--- src/rtl/timer_ctrl_pkg.sv ---
// rtl/timer_ctrl_pkg.sv - shared state encoding and mode constants for timer_ctrl
package timer_ctrl_pkg;

  typedef enum logic [1:0] {
    IDLE  = 2'd0,
    RUN   = 2'd1,
    PAUSE = 2'd2
  } state_t;

  localparam logic MODE_ONE_SHOT = 1'b0;
  localparam logic MODE_PERIODIC = 1'b1;

endpackage

--- src/rtl/timer_prescaler.sv ---
// rtl/timer_prescaler.sv - free-running 0..i_div divider producing an advance strobe
module timer_prescaler
  import timer_ctrl_pkg::*;
#(
  parameter int PRESCALE_WIDTH = 8
) (
  input  logic                      i_clk,
  input  logic                      i_s_rst,
  input  logic                      i_en,
  input  logic                      i_clr,
  input  logic [PRESCALE_WIDTH-1:0] i_div,
  output logic                      o_strobe
);

  logic [PRESCALE_WIDTH-1:0] r_cnt;

  assign o_strobe = i_en && (r_cnt == i_div);

  always_ff @(posedge i_clk) begin
    if (i_s_rst || i_clr) begin
      r_cnt <= '0;
    end else if (i_en) begin
      r_cnt <= o_strobe ? '0 : r_cnt + PRESCALE_WIDTH'(1);
    end
  end

endmodule

--- src/rtl/timer_ctrl.sv ---
// rtl/timer_ctrl.sv - one-shot/periodic timer with pause, stop and start-error pulses
module timer_ctrl
  import timer_ctrl_pkg::*;
#(
  parameter int CNT_WIDTH      = 8,
  parameter int PRESCALE_WIDTH = 8
) (
  input  logic                      i_clk,
  input  logic                      i_s_rst,
  input  logic                      i_start,
  input  logic                      i_stop,
  input  logic                      i_pause,
  input  logic                      i_mode,
  input  logic [CNT_WIDTH-1:0]      i_period,
  input  logic [PRESCALE_WIDTH-1:0] i_prescale,
  output logic                      o_busy,
  output logic [CNT_WIDTH-1:0]      o_value,
  output logic                      o_tick,
  output logic                      o_done,
  output logic                      o_err
);

  state_t                    r_state;
  logic                      r_mode;
  logic [CNT_WIDTH-1:0]      r_period;
  logic [PRESCALE_WIDTH-1:0] r_prescale;
  logic [CNT_WIDTH-1:0]      r_cnt;
  logic                      r_tick;
  logic                      r_done;
  logic                      r_err;

  logic w_busy;
  logic w_en;
  logic w_clr;
  logic w_strobe;
  logic w_expire;

  assign w_busy   = (r_state == RUN) || (r_state == PAUSE);
  // Advancing on the edge that leaves PAUSE keeps the delay equal to the paused cycle count.
  assign w_en     = w_busy && !i_pause && !i_stop;
  assign w_clr    = !w_busy || i_stop;
  assign w_expire = w_strobe && (r_cnt == r_period - CNT_WIDTH'(1));

  timer_prescaler #(
    .PRESCALE_WIDTH(PRESCALE_WIDTH)
  ) u_prescaler (
    .i_clk   (i_clk),
    .i_s_rst (i_s_rst),
    .i_en    (w_en),
    .i_clr   (w_clr),
    .i_div   (r_prescale),
    .o_strobe(w_strobe)
  );

  always_ff @(posedge i_clk) begin
    if (i_s_rst) begin
      r_state    <= IDLE;
      r_mode     <= MODE_ONE_SHOT;
      r_period   <= '0;
      r_prescale <= '0;
      r_cnt      <= '0;
      r_tick     <= 1'b0;
      r_done     <= 1'b0;
      r_err      <= 1'b0;
    end else begin
      r_tick <= 1'b0;
      r_done <= 1'b0;
      r_err  <= 1'b0;
      case (r_state)
        IDLE: begin
          r_cnt <= '0;
          if (i_start && !i_stop) begin
            if (i_period != '0) begin
              r_mode     <= i_mode;
              r_period   <= i_period;
              r_prescale <= i_prescale;
              r_state    <= RUN;
            end else begin
              r_err <= 1'b1;
            end
          end
        end
        RUN, PAUSE: begin
          if (i_stop) begin
            r_state <= IDLE;
            r_cnt   <= '0;
          end else begin
            if (i_start) begin
              r_err <= 1'b1;
            end
            if (w_strobe) begin
              r_cnt <= w_expire ? '0 : r_cnt + CNT_WIDTH'(1);
            end
            if (w_expire) begin
              r_tick <= 1'b1;
            end
            if (w_expire && (r_mode == MODE_ONE_SHOT)) begin
              r_done  <= 1'b1;
              r_state <= IDLE;
            end else begin
              r_state <= i_pause ? PAUSE : RUN;
            end
          end
        end
        default: begin
          r_state <= IDLE;
          r_cnt   <= '0;
        end
      endcase
    end
  end

  assign o_busy  = w_busy;
  assign o_value = r_cnt;
  assign o_tick  = r_tick;
  assign o_done  = r_done;
  assign o_err   = r_err;

endmodule

--- config.mk ---
export PLATFORM = sky130hd
export DESIGN_NAME = timer_ctrl
export DESIGN_NICKNAME = d
export VERILOG_FILES = /design/src/rtl/timer_ctrl_pkg.sv /design/src/rtl/timer_prescaler.sv /design/src/rtl/timer_ctrl.sv
export SDC_FILE = /design/constraint.sdc
export NUM_CORES = 1
export LEC_CHECK = 0
export CORE_MARGIN = 2
export CORE_UTILIZATION = 35
export DETAILED_ROUTE_END_ITERATION = 7
export GPL_TIMING_DRIVEN = 0
export PLACE_DENSITY = 0.7
export SYNTH_ARGS = -nofsm -noshare
export SYNTH_HDL_FRONTEND = slang
export SYNTH_HIERARCHICAL = 1
export SYNTH_SLANG_ARGS = --single-unit
--- constraint.sdc ---
create_clock -name i_clk -period 2.3 [get_ports i_clk]
set_input_delay 0.23 -clock i_clk [delete_from_list [all_inputs] [get_ports i_clk]]
set_output_delay 0.23 -clock i_clk [all_outputs]
set_load 0.05 [all_outputs]
==> summary.md <==
| Metric | Value |
|---|---|
| Netlist cell types | `49` |
| Antenna violations before repair | `0` |
| Initial DRC count | `89` |
| Drt pass-1 iters | `4` |
| CP max stage cell | `dfxtp_2` |
| Clk slew on worst S/H paths | `0.08 ns` |
| Yosys reg bits | `38` |
| H-tree Lvls | `2` |
| Proportion of layout cells with a drive suffix above 1 | `16.09%` |
| Critical path endpoint category | `flip-flop` |
| P per Cell Area | `515.6 nW/um^2` |
| Area growth, synth to finish | `32.75%` |
| Fmax | `463.8 MHz` |
| Die area | `6318 sq um` |
| Post-layout net count | `288` |
| Peak supply drop | `289.9 uV` |
| Routing usage on met1 | `17.13%` |
| Worst setup margin | `between 0.1 and 0.15 ns` |
| Cts hold-fix bufs | `0` |
| WP buf/inv | `4` |
| Hold Path Class | `reg -> reg` |
| Detail Route Antenna Nets | `0` |
| GRT met2 Usage | `roughly a quarter` |
| Hold depth | `2` |
| Final period utilization | `a little over nine tenths` |
| CTS tree | `done` |
| Post-Syn Nets | `242` |
| Clock latency on the worst-skew pair | `0.29 ns` |
| CP max stage delay | `0.34 ns` |
| Final Setup Violations | `0` |
| Syn Inst Count | `215` |
| DP Area | `2441 sq um` |
| GR Overflow Total | `0` |
| Post-DP HPWL | `3130 microns` |
| Inst Count DP | `320` |
| Pin count of the biggest net entering global routing | `11` |
| Total Neg Setup Slack | `0 ns` |
| Crit path max fanout | `5` |
| Antenna diodes | `0` |
| Synth warn | `6` |
| Core area | `5507 sq um` |
| Most used DFF post-synth | `dfxtp_1` |
| Final hold violation count | `0` |
| Leakage | `~0.95 nW` |
| GR Util met3 | `4.412%` |
| Wirelength, routed | `4259 microns` |
| Wire per inst | `12.79 microns` |
| Yosys top cell area share | `a little under two fifths` |
| Vias in the first global route | `1585` |
| Top Usage Layer GRT | `met2` |
| Type of the worst setup path | `reg -> reg` |
| Worst-Margin Slew | `0.5847 ns` |
| Largest area contributor in the netlist | `dfxtp_1` |
| Design Power | `1.365 mW` |
| CP arrival | `2.38 ns` |
| Number of top-level pins | `34` |
| Pins Over Slew Limit | `0` |
| Die Y | `79.49 microns` |
| Sequential share of the synthesized area | `38.14%` |
| Initial Utilization | `36.22%` |
| Gp weighted congestion | `between 0.7 and 0.8` |
| Sink Count | `38` |
| Crit-path cells | `inv_1 > ha_4 > nand2b_4 > nor2_2 > buf_4 > nand2_2 > nor3_4 > buf_6 > o2111ai_4 > a211oi_4 > buf_4 > nor3b_2` |
| Final min period | `2.156 ns` |
| Status | `finished clean` |
| Asr flop ratio synth | `0%` |
| Synth area leaders | `dfxtp_1 38%, xnor2_1 8.8%, mux2i_1 8.5%` |
| Cell mode on critical path | `buf_4` |
| Root buffer cell | `clkbuf_8` |
| Layout Cell Area excl Fill | `2648 sq um` |
| CTS buffer count | `5` |
| Worst hold slack | `approximately 0.5 ns` |
| Reg2Reg Setup Slack | `0.14 ns` |
| PortBufs | `33` |
| Chip width | `79.49 microns` |
| Synthesized area per cell | `9.276 sq um` |
| Worst Setup Slack post-DPL | `-0.4705 ns` |
| Via density | `5.036` |
| Vias | `1677` |
| Max cap viols | `0` |
| Layout Utilization | `48.08%` |
| Mapped Area | `1994 sq um` |
| CP top delay family | `simple AND/OR/NAND/NOR gates` |
| EDFF count, synth | `0` |
| R2R cell count | `12` |
| Worst slew margin | `60.01%` |
| Clock Path Buffers | `2` |
| Clock skew | `0.01015 ns` |
| Std cell rows | `27` |
| Crit path depth | `12` |
| Worst path required time | `about 2.5 ns` |
| Fin cells | `333` |
| First-pass GRT wire length | `between 7000 and 8000 microns` |
| Crit path launch type | `flip-flop` |
| GRT Total Usage | `14.48%` |
| Drt drc | `0` |
==> state kept, by name, summed over array words and instances, names as in the netlist <==
name / count
o_value: 8
r_state: 2
o_err: 1
r_mode: 1
o_tick: 1
o_done: 1
r_prescale: 8
r_period: 8
u_prescaler/r_cnt: 8
==> cell type report <==
type                    instances  area [sq um]
plain buffers                   7         42.54
clock buffers                   7         76.32
fillers                       519          2859
inverters                       5         18.77
multi-input cells             165          1270
flip-flops and latches         38         763.2
well taps                      72         90.09
repair buffers                 39         386.6
==> tightest hold or removal path: stages, from the launching register on <==
cell	delay (ns)
dfxtp_2	0.33
nand3b_1	0.08
o22ai_1	0.07
==> layout by cell type (no fill, tap or decap), types with 3 or more instances in the layout <==
| cell type | count |
|---|---|
| buf_4 | 4 |
| clkbuf_1 | 5 |
| nor2_1 | 33 |
| nand2b_1 | 5 |
| clkbuf_8 | 6 |
| nand2_1 | 13 |
| buf_6 | 3 |
| ha_1 | 4 |
| mux2i_1 | 17 |
| nor3_1 | 9 |
| dfxtp_1 | 36 |
| nand3b_1 | 4 |
| xor2_1 | 8 |
| clkdlybuf4s50_1 | 33 |
| xnor2_1 | 20 |
| nand4_1 | 5 |
| inv_1 | 5 |
==> what timing repair did <==
| item | CTS | global route |
|---|---|---|
| endpoints found under the setup margin | 22 | 22 |
| pin swaps | 3 | 3 |
| resized for setup | 7 | 10 |
| buffers inserted | 6 | 0 |
==> path summary, 6_finish.rpt <==
kind / from / to
setup reg to reg: r_state[1] / o_done
hold / removal: r_state[1] / r_state[1]
hold reg to reg: r_state[1] / r_state[1]
setup / recovery: r_state[1] / o_done
==> cells in the mapped netlist, types with 2 or more instances <==
library cell  instances
buf_2                 2
nor3_1               10
mux2i_1              17
nor4_1                5
xor2_1                8
nand2b_1              6
a21oi_1               2
clkbuf_1              3
nand4_1               5
nand3b_1              4
nor2_1               35
o21ai_0               2
xnor2_1              20
dfxtp_1              38
ha_1                  5
nand2_1              15
o21ai_1               2
inv_1                 5
==> cell families (layout without fill, tap and decap cells) <==
kind of cell	Yosys count	count (layout)	share of synthesized area, %
flip-flops	38	38	38.14
multiplexers	17	17	8.532
AND/OR/NAND/NOR	93	93	24.72
AO/OA/AOI/OAI	22	22	10.23
adder cells (fa/ha/maj)	5	5	3.137
XOR/XNOR	28	28	12.30
buffers and inverters	12	58	2.948
==> per-layer routing <==
layer	vias to the layer above	wire (microns)
met2	39	2050
met1	782	1947
met4	0	63
met3	9	197
li1	847	-
met5	-	0
==> power breakdown <==
| group | internal, mW | switching (mW) |
|---|---|---|
| Combinational | 0.117 | 0.122 |
| Sequential | 0.676 | 0.0190 |
| Clock | 0.209 | 0.222 |
| Total | 1.00 | 0.363 |
No activity file was read; power rests on OpenSTA's default activity.
